[src/rtl/mprj_wb_mailbox_if.sv]
// Wishbone classic bus bundle between the management SoC (master) and the
// user-project mailbox (slave).
interface mprj_wb_mailbox_if;
   logic        wbs_cyc_i;
   logic        wbs_stb_i;
   logic        wbs_we_i;
   logic [3:0]  wbs_sel_i;
   logic [31:0] wbs_adr_i;
   logic [31:0] wbs_dat_i;
   logic        wbs_ack_o;
   logic [31:0] wbs_dat_o;

   modport slave (
      input  wbs_cyc_i, wbs_stb_i, wbs_we_i, wbs_sel_i, wbs_adr_i, wbs_dat_i,
      output wbs_ack_o, wbs_dat_o
   );

   modport master (
      output wbs_cyc_i, wbs_stb_i, wbs_we_i, wbs_sel_i, wbs_adr_i, wbs_dat_i,
      input  wbs_ack_o, wbs_dat_o
   );
endinterface

[src/rtl/mprj_wb_mailbox.sv]
// Wishbone mailbox: CTRL/STATUS registers plus a CPU->user TX FIFO and a
// user->CPU RX FIFO, with a level interrupt into the management core.
module mprj_wb_mailbox #(
   parameter logic [31:0] BASE_ADR = 32'h3000_0000,
   parameter int          DEPTH    = 4,
   parameter int          AW       = 2
) (
   input  logic             wb_clk_i,
   input  logic             wb_rst_i,
   mprj_wb_mailbox_if.slave wbs,
   output logic [31:0]      tx_data,
   output logic             tx_valid,
   input  logic             tx_ready,
   input  logic [31:0]      rx_data,
   input  logic             rx_valid,
   output logic             rx_ready,
   output logic             irq
);
   localparam int            CW       = AW + 1;
   localparam logic [CW-1:0] FULL_CNT = CW'(DEPTH);

   logic          r_ack;
   logic [31:0]   r_dat;
   logic          r_en;
   logic          r_irq_en;
   logic          r_tx_ovf;
   logic          r_rx_unf;
   logic          r_irq;
   logic [31:0]   r_tx_mem [DEPTH];
   logic [31:0]   r_rx_mem [DEPTH];
   logic [AW-1:0] r_tx_wp;
   logic [AW-1:0] r_tx_rp;
   logic [AW-1:0] r_rx_wp;
   logic [AW-1:0] r_rx_rp;
   logic [CW-1:0] r_tx_cnt;
   logic [CW-1:0] r_rx_cnt;

   logic          w_hit;
   logic          w_acc;
   logic          w_wr;
   logic          w_rd;
   logic [1:0]    w_off;
   logic          w_ctrl_wr;
   logic          w_sts_clr;
   logic          w_flush;
   logic          w_tx_empty;
   logic          w_tx_full;
   logic          w_rx_empty;
   logic          w_rx_full;
   logic          w_tx_req;
   logic          w_tx_push;
   logic          w_tx_pop;
   logic          w_rx_req;
   logic          w_rx_pop;
   logic          w_rx_push;
   logic [7:0]    w_tx_cnt8;
   logic [7:0]    w_rx_cnt8;
   logic [31:0]   w_rdata;
   logic          w_unused;

   // A request is serviced only on the cycle ack is low, giving one-cycle ack pulses.
   assign w_hit     = wbs.wbs_cyc_i & wbs.wbs_stb_i & (wbs.wbs_adr_i[31:4] == BASE_ADR[31:4]);
   assign w_acc     = w_hit & ~r_ack;
   assign w_wr      = w_acc & wbs.wbs_we_i;
   assign w_rd      = w_acc & ~wbs.wbs_we_i;
   assign w_off     = wbs.wbs_adr_i[3:2];
   assign w_unused  = &{1'b0, wbs.wbs_adr_i[1:0]};

   assign w_ctrl_wr = w_wr & (w_off == 2'd0) & wbs.wbs_sel_i[0];
   assign w_flush   = w_wr & (w_off == 2'd0) & wbs.wbs_dat_i[2];
   assign w_sts_clr = w_wr & (w_off == 2'd1) & wbs.wbs_sel_i[0];

   assign w_tx_empty = (r_tx_cnt == {CW{1'b0}});
   assign w_tx_full  = (r_tx_cnt == FULL_CNT);
   assign w_rx_empty = (r_rx_cnt == {CW{1'b0}});
   assign w_rx_full  = (r_rx_cnt == FULL_CNT);

   // Full/empty come from pre-edge counts, so a push into a full FIFO drops even if it pops.
   assign w_tx_req  = w_wr & (w_off == 2'd2) & (wbs.wbs_sel_i != 4'h0);
   assign w_tx_push = w_tx_req & ~w_tx_full;
   assign tx_valid  = r_en & ~w_tx_empty;
   assign w_tx_pop  = tx_valid & tx_ready;
   assign tx_data   = r_tx_mem[r_tx_rp];

   assign w_rx_req  = w_rd & (w_off == 2'd3);
   assign w_rx_pop  = w_rx_req & ~w_rx_empty;
   assign rx_ready  = r_en & ~w_rx_full;
   assign w_rx_push = rx_valid & rx_ready;

   assign w_tx_cnt8 = 8'(r_tx_cnt);
   assign w_rx_cnt8 = 8'(r_rx_cnt);

   assign wbs.wbs_ack_o = r_ack;
   assign wbs.wbs_dat_o = r_dat;
   assign irq           = r_irq;

   // Read-data mux for the addressed register.
   always_comb begin
      w_rdata = 32'h0000_0000;
      case (w_off)
         2'd0:    w_rdata = {29'h0000_0000, 1'b0, r_irq_en, r_en};
         2'd1:    w_rdata = {8'h00, w_rx_cnt8, w_tx_cnt8, 2'b00, r_rx_unf, r_tx_ovf,
                             w_rx_full, w_rx_empty, w_tx_full, w_tx_empty};
         2'd2:    w_rdata = 32'h0000_0000;
         2'd3:    w_rdata = w_rx_empty ? 32'h0000_0000 : r_rx_mem[r_rx_rp];
         default: w_rdata = 32'h0000_0000;
      endcase
   end

   // FIFO storage; contents need no reset since counts gate every read.
   always_ff @(posedge wb_clk_i) begin
      if (w_tx_push) r_tx_mem[r_tx_wp] <= wbs.wbs_dat_i;
      if (w_rx_push) r_rx_mem[r_rx_wp] <= rx_data;
   end

   // Bus handshake, control/sticky registers, FIFO pointers and the interrupt.
   always_ff @(posedge wb_clk_i or posedge wb_rst_i) begin
      if (wb_rst_i) begin
         r_ack    <= 1'b0;
         r_dat    <= 32'h0000_0000;
         r_en     <= 1'b0;
         r_irq_en <= 1'b0;
         r_tx_ovf <= 1'b0;
         r_rx_unf <= 1'b0;
         r_irq    <= 1'b0;
         r_tx_wp  <= {AW{1'b0}};
         r_tx_rp  <= {AW{1'b0}};
         r_rx_wp  <= {AW{1'b0}};
         r_rx_rp  <= {AW{1'b0}};
         r_tx_cnt <= {CW{1'b0}};
         r_rx_cnt <= {CW{1'b0}};
      end else begin
         r_ack <= w_acc;
         if (w_rd) r_dat <= w_rdata;
         if (w_ctrl_wr) begin
            r_en     <= wbs.wbs_dat_i[0];
            r_irq_en <= wbs.wbs_dat_i[1];
         end
         if (w_tx_req & w_tx_full) r_tx_ovf <= 1'b1;
         else if (w_sts_clr & wbs.wbs_dat_i[4]) r_tx_ovf <= 1'b0;
         if (w_rx_req & w_rx_empty) r_rx_unf <= 1'b1;
         else if (w_sts_clr & wbs.wbs_dat_i[5]) r_rx_unf <= 1'b0;
         // Flush overrides any push or pop landing on the same edge.
         if (w_flush) begin
            r_tx_wp  <= {AW{1'b0}};
            r_tx_rp  <= {AW{1'b0}};
            r_rx_wp  <= {AW{1'b0}};
            r_rx_rp  <= {AW{1'b0}};
            r_tx_cnt <= {CW{1'b0}};
            r_rx_cnt <= {CW{1'b0}};
         end else begin
            if (w_tx_push) r_tx_wp <= r_tx_wp + AW'(1);
            if (w_tx_pop)  r_tx_rp <= r_tx_rp + AW'(1);
            if (w_rx_push) r_rx_wp <= r_rx_wp + AW'(1);
            if (w_rx_pop)  r_rx_rp <= r_rx_rp + AW'(1);
            r_tx_cnt <= r_tx_cnt + CW'(w_tx_push) - CW'(w_tx_pop);
            r_rx_cnt <= r_rx_cnt + CW'(w_rx_push) - CW'(w_rx_pop);
         end
         r_irq <= r_irq_en & (~w_rx_empty | r_tx_ovf | r_rx_unf);
      end
   end
endmodule

[src/flat_wrapper.sv]
// flat-port wrapper written by rule: the top's interface ports become plain ports
module mprj_wb_mailbox_flat 
#(
   parameter logic [31:0] BASE_ADR = 32'h3000_0000,
   parameter int          DEPTH    = 4,
   parameter int          AW       = 2
)
  (wb_clk_i, wb_rst_i, tx_data, tx_valid, tx_ready, rx_data, rx_valid, rx_ready, irq, wbs_wbs_cyc_i, wbs_wbs_stb_i, wbs_wbs_we_i, wbs_wbs_sel_i, wbs_wbs_adr_i, wbs_wbs_dat_i, wbs_wbs_ack_o, wbs_wbs_dat_o);
  mprj_wb_mailbox_if wbs_i ();
  input  logic wb_clk_i;
  input  logic wb_rst_i;
  output logic [31:0] tx_data;
  output logic tx_valid;
  input  logic tx_ready;
  input  logic [31:0] rx_data;
  input  logic rx_valid;
  output logic rx_ready;
  output logic irq;
  input wire logic [$bits(wbs_i.wbs_cyc_i)-1:0] wbs_wbs_cyc_i;
  input wire logic [$bits(wbs_i.wbs_stb_i)-1:0] wbs_wbs_stb_i;
  input wire logic [$bits(wbs_i.wbs_we_i)-1:0] wbs_wbs_we_i;
  input wire logic [$bits(wbs_i.wbs_sel_i)-1:0] wbs_wbs_sel_i;
  input wire logic [$bits(wbs_i.wbs_adr_i)-1:0] wbs_wbs_adr_i;
  input wire logic [$bits(wbs_i.wbs_dat_i)-1:0] wbs_wbs_dat_i;
  output wire logic [$bits(wbs_i.wbs_ack_o)-1:0] wbs_wbs_ack_o;
  output wire logic [$bits(wbs_i.wbs_dat_o)-1:0] wbs_wbs_dat_o;
  assign wbs_i.wbs_cyc_i = wbs_wbs_cyc_i;
  assign wbs_i.wbs_stb_i = wbs_wbs_stb_i;
  assign wbs_i.wbs_we_i = wbs_wbs_we_i;
  assign wbs_i.wbs_sel_i = wbs_wbs_sel_i;
  assign wbs_i.wbs_adr_i = wbs_wbs_adr_i;
  assign wbs_i.wbs_dat_i = wbs_wbs_dat_i;
  assign wbs_wbs_ack_o = wbs_i.wbs_ack_o;
  assign wbs_wbs_dat_o = wbs_i.wbs_dat_o;
  mprj_wb_mailbox #(.BASE_ADR(BASE_ADR), .DEPTH(DEPTH), .AW(AW)) u_core (.wb_clk_i(wb_clk_i), .wb_rst_i(wb_rst_i), .wbs(wbs_i), .tx_data(tx_data), .tx_valid(tx_valid), .tx_ready(tx_ready), .rx_data(rx_data), .rx_valid(rx_valid), .rx_ready(rx_ready), .irq(irq));
endmodule
[config.mk]
export PLATFORM = sky130hd
export DESIGN_NAME = mprj_wb_mailbox_flat
export DESIGN_NICKNAME = d
export VERILOG_FILES = /design/src/rtl/mprj_wb_mailbox_if.sv /design/src/rtl/mprj_wb_mailbox.sv /design/src/flat_wrapper.sv
export SDC_FILE = /design/constraint.sdc
export NUM_CORES = 1
export LEC_CHECK = 0
export BUFFER_PORTS_ARGS = -buffer_cell sky130_fd_sc_hd__buf_2
export CORE_ASPECT_RATIO = 0.6
export CORE_MARGIN = 2
export CORE_UTILIZATION = 57
export CTS_CLUSTER_SIZE = 25
export DETAILED_ROUTE_END_ITERATION = 8
export PLACE_DENSITY = 0.8
export SLEW_MARGIN = 40
export SYNTH_ARGS = -nofsm -noshare
export SYNTH_HDL_FRONTEND = slang
export SYNTH_SLANG_ARGS = --single-unit
[constraint.sdc]
create_clock -name wb_clk_i -period 3.3 [get_ports wb_clk_i]
set_input_delay 0.33 -clock wb_clk_i [delete_from_list [all_inputs] [get_ports wb_clk_i]]
set_output_delay 0.33 -clock wb_clk_i [all_outputs]
set_load 0.005 [all_outputs]
==> results.ini <==
[status]
status=completed

[place]
io_buffers=172
dp_cells=1042
place_congestion=0.824
hpwl_um=15300
postPlaceCellArea_mm2=0.0133

[power]
clkPwrFrac=0.417
p_seq_frac=0.559
p_sw_frac=0.189
power_frac_comb=0.024
cellPowerDensity_mw_per_mm2=523
intPower_mw=6.11
p_switching_mw=1.42
p_leak_nw=5.33
ir_drop_mv=0.344

[setup_path]
r2r-start=u_core.wbs.wbs_ack_o$_DFF_PP0_
crit_path_start_kind=register
cp_max_fo=10
cp-end-kind=register
arrival_ps=3120
crit_start=u_core.wbs.wbs_ack_o$_DFF_PP0_
required_ps=3680
path_class=reg2reg

[worst_hold_path]
min_from=rx_data[4]
hold_path.class=in2reg

[routing]
final_antenna_net_count=0
firstDrtPassIters=4
viasPerCell=5.72
drt_iter0_markers=370
drc_errors=0
post_drt_wl_per_cell_um=21.4
vias=6360
wirelength_um=23800

[timing]
setup_violations=0
hold_viol=0
max_freq_mhz=366
tightest_slew_ps=643
slew_headroom=0.560
setup_tns_ps=0
rsz0062_at_grt=false
post-route-period-util=0.829
finalCriticalPeriod_ps=2730
slew_violations=0
skew_ps=11.5

[cts]
clkTransAtPathRegs_ps=70
cts_tree=built
cts.path.max_buffers=3
cts_setup_buffers=0
cts-buffers-inserted=27
h-tree-depth=1
cts_num_sinks=308
clock_latency_ps=530
clockRootBuffer=clkbuf_16

[layout]
area_delta_synth_final_pct=18.5
drive_above_1_share=0.382
fin_nets=934
postLayoutCellArea_mm2=0.0144
finalNonFillerCells=1112
n_antenna_cell=0

[floorplanning]
ios=175
coreArea_mm2=0.0210
initial_core_util=0.579
die-area_mm2=0.0225
rows=41
die_w_um=192
die_y_um=117

[synthesis]
synth_area_mm2=0.0121
synth_edf_count=256
yosysWarnings=0
synthTopCellsByArea=edfxtp_1 63%, mux4_2 12%, dfrtp_1 11%
yosys.area.top_type=edfxtp_1
ys_ff_latch=308
syn_nets=730
synth-seq-area-share=0.740
synthCells=609
async_reset_ff_frac=0.169
synthFlopType=edfxtp_1
synth_common_cells=256 x edfxtp_1, 64 x mux4_2, 52 x dfrtp_1
synth_cell_types=49
avgSynthCellArea_um2=19.9
synth_most_common_cell=edfxtp_1
synth.top_cell.area_share=0.633

[global_routing]
grt_first_pass_wirelength_um=36100
grt_pass1_vias=6636
grt_usage=0.215
antenna_found_initial=2
grt_max_degree=40
grt_overflow_total=0

[flow_run]
cap_violations=0

[logic make-up after synthesis]
group / synth area share
flops: 0.740
mux: 0.151
simple gates: 0.0457
buf+inv: 0.0240
compound gates: 0.0191
fa+ha+maj: 0.0157
xor+xnor: 0.00505
[final cells by class]
cell class | count | area (µm²)
clock buffer | 34 | 702
clock inverter | 15 | 178
fill | 1331 | 6580
inverter | 37 | 141
multi-input combinational | 234 | 2880
sequential | 308 | 8990
tap | 279 | 349
timing repair buffer | 205 | 1160
[metrics by stage]
step	power (mW)	setup slack [ps]	util	hold WS, ps
after floorplan	4.34	732	-	429
after global placement	4.44	458	0.634	467
after CTS	7.58	575	0.686	0.314
after detailed placement	4.45	335	0.634	492
final	7.53	566	0.686	14.3
after global routing	7.75	435	0.686	3.69
[critical path: stages, from the launching register on]
cell and delay (ps):
dfrtp_1 410, nor4_4 190, nand4_4 240, or2_0 410
nor3_1 270, ha_1 270, inv_1 70, ha_1 180
fa_1 420, nor2b_1 140
[state kept, by name, indices dropped and copies added, names as in the netlist]
register and count:
u_core.r_rx_rp 2, u_core.wbs.wbs_ack_o 1, u_core.irq 1, u_core.r_rx_mem 128, u_core.r_rx_cnt 3, u_core.r_en 1, u_core.r_tx_mem 128, u_core.r_tx_cnt 3
u_core.r_tx_rp 2, u_core.wbs.wbs_dat_o 32, u_core.r_irq_en 1, u_core.r_tx_ovf 1, u_core.r_rx_wp 2, u_core.r_tx_wp 2, u_core.r_rx_unf 1
[layer usage]
metal  wire length, µm  up-vias  GRT usage
met4               474        2     0.0575
met2             11700      240      0.360
met5                13        -          0
li1                  -     2819          -
met1             10100     3259      0.298
met3              1610       40     0.0397
[power by group through the flow]
stage / sequential [mW] / combinational [mW] / clock [mW]
2_1_floorplan: 4.30 / 0.0418 / 0
3_3_place_gp: 4.29 / 0.145 / 0
3_5_place_dp: 4.29 / 0.159 / 0
4_1_cts: 4.21 / 0.179 / 3.19
5_1_grt: 4.21 / 0.197 / 3.34
6_report: 4.21 / 0.180 / 3.14
[placed cells by master (no fill, tap or decap), drive strengths merged, types with 5 or more instances in the layout]
cell type and n:
nand2 26, mux2i 23, nor2b 6, xnor2 5, mux4 64, dlygate4sd3 21, nand3 7, buf 184
edfxtp 256, nor2 9, a22o 9, clkbuf 34, nor3 8, inv 38, mux2 14, ha 12
dfrtp 52, clkinv 9, nor4 9
[worst paths after layout]
check / end / slack [ps] / cells after the start
min in group asynchronous: u_core.wbs.wbs_dat_o[28]$_DFFE_PP0N_ / 410 / 3
setup reg to reg: u_core.r_rx_cnt[1]$_DFF_PP0_ / 570 / 9
hold reg to reg: u_core.wbs.wbs_dat_o[16]$_DFFE_PP0N_ / 500 / 1
max in group asynchronous: u_core.wbs.wbs_dat_o[12]$_DFFE_PP0N_ / 2230 / 4
hold / removal: u_core.r_rx_mem[2][4]$_DFFE_PP_ / 10 / 1
setup / recovery: u_core.r_rx_cnt[1]$_DFF_PP0_ / 570 / 9
[repair_timing]
action	4_1_cts	5_1_grt
hold buffers	20	1
gates resized for setup	0	0
endpoints found under the hold margin	73	38
(Power assumes the default switching activity.)
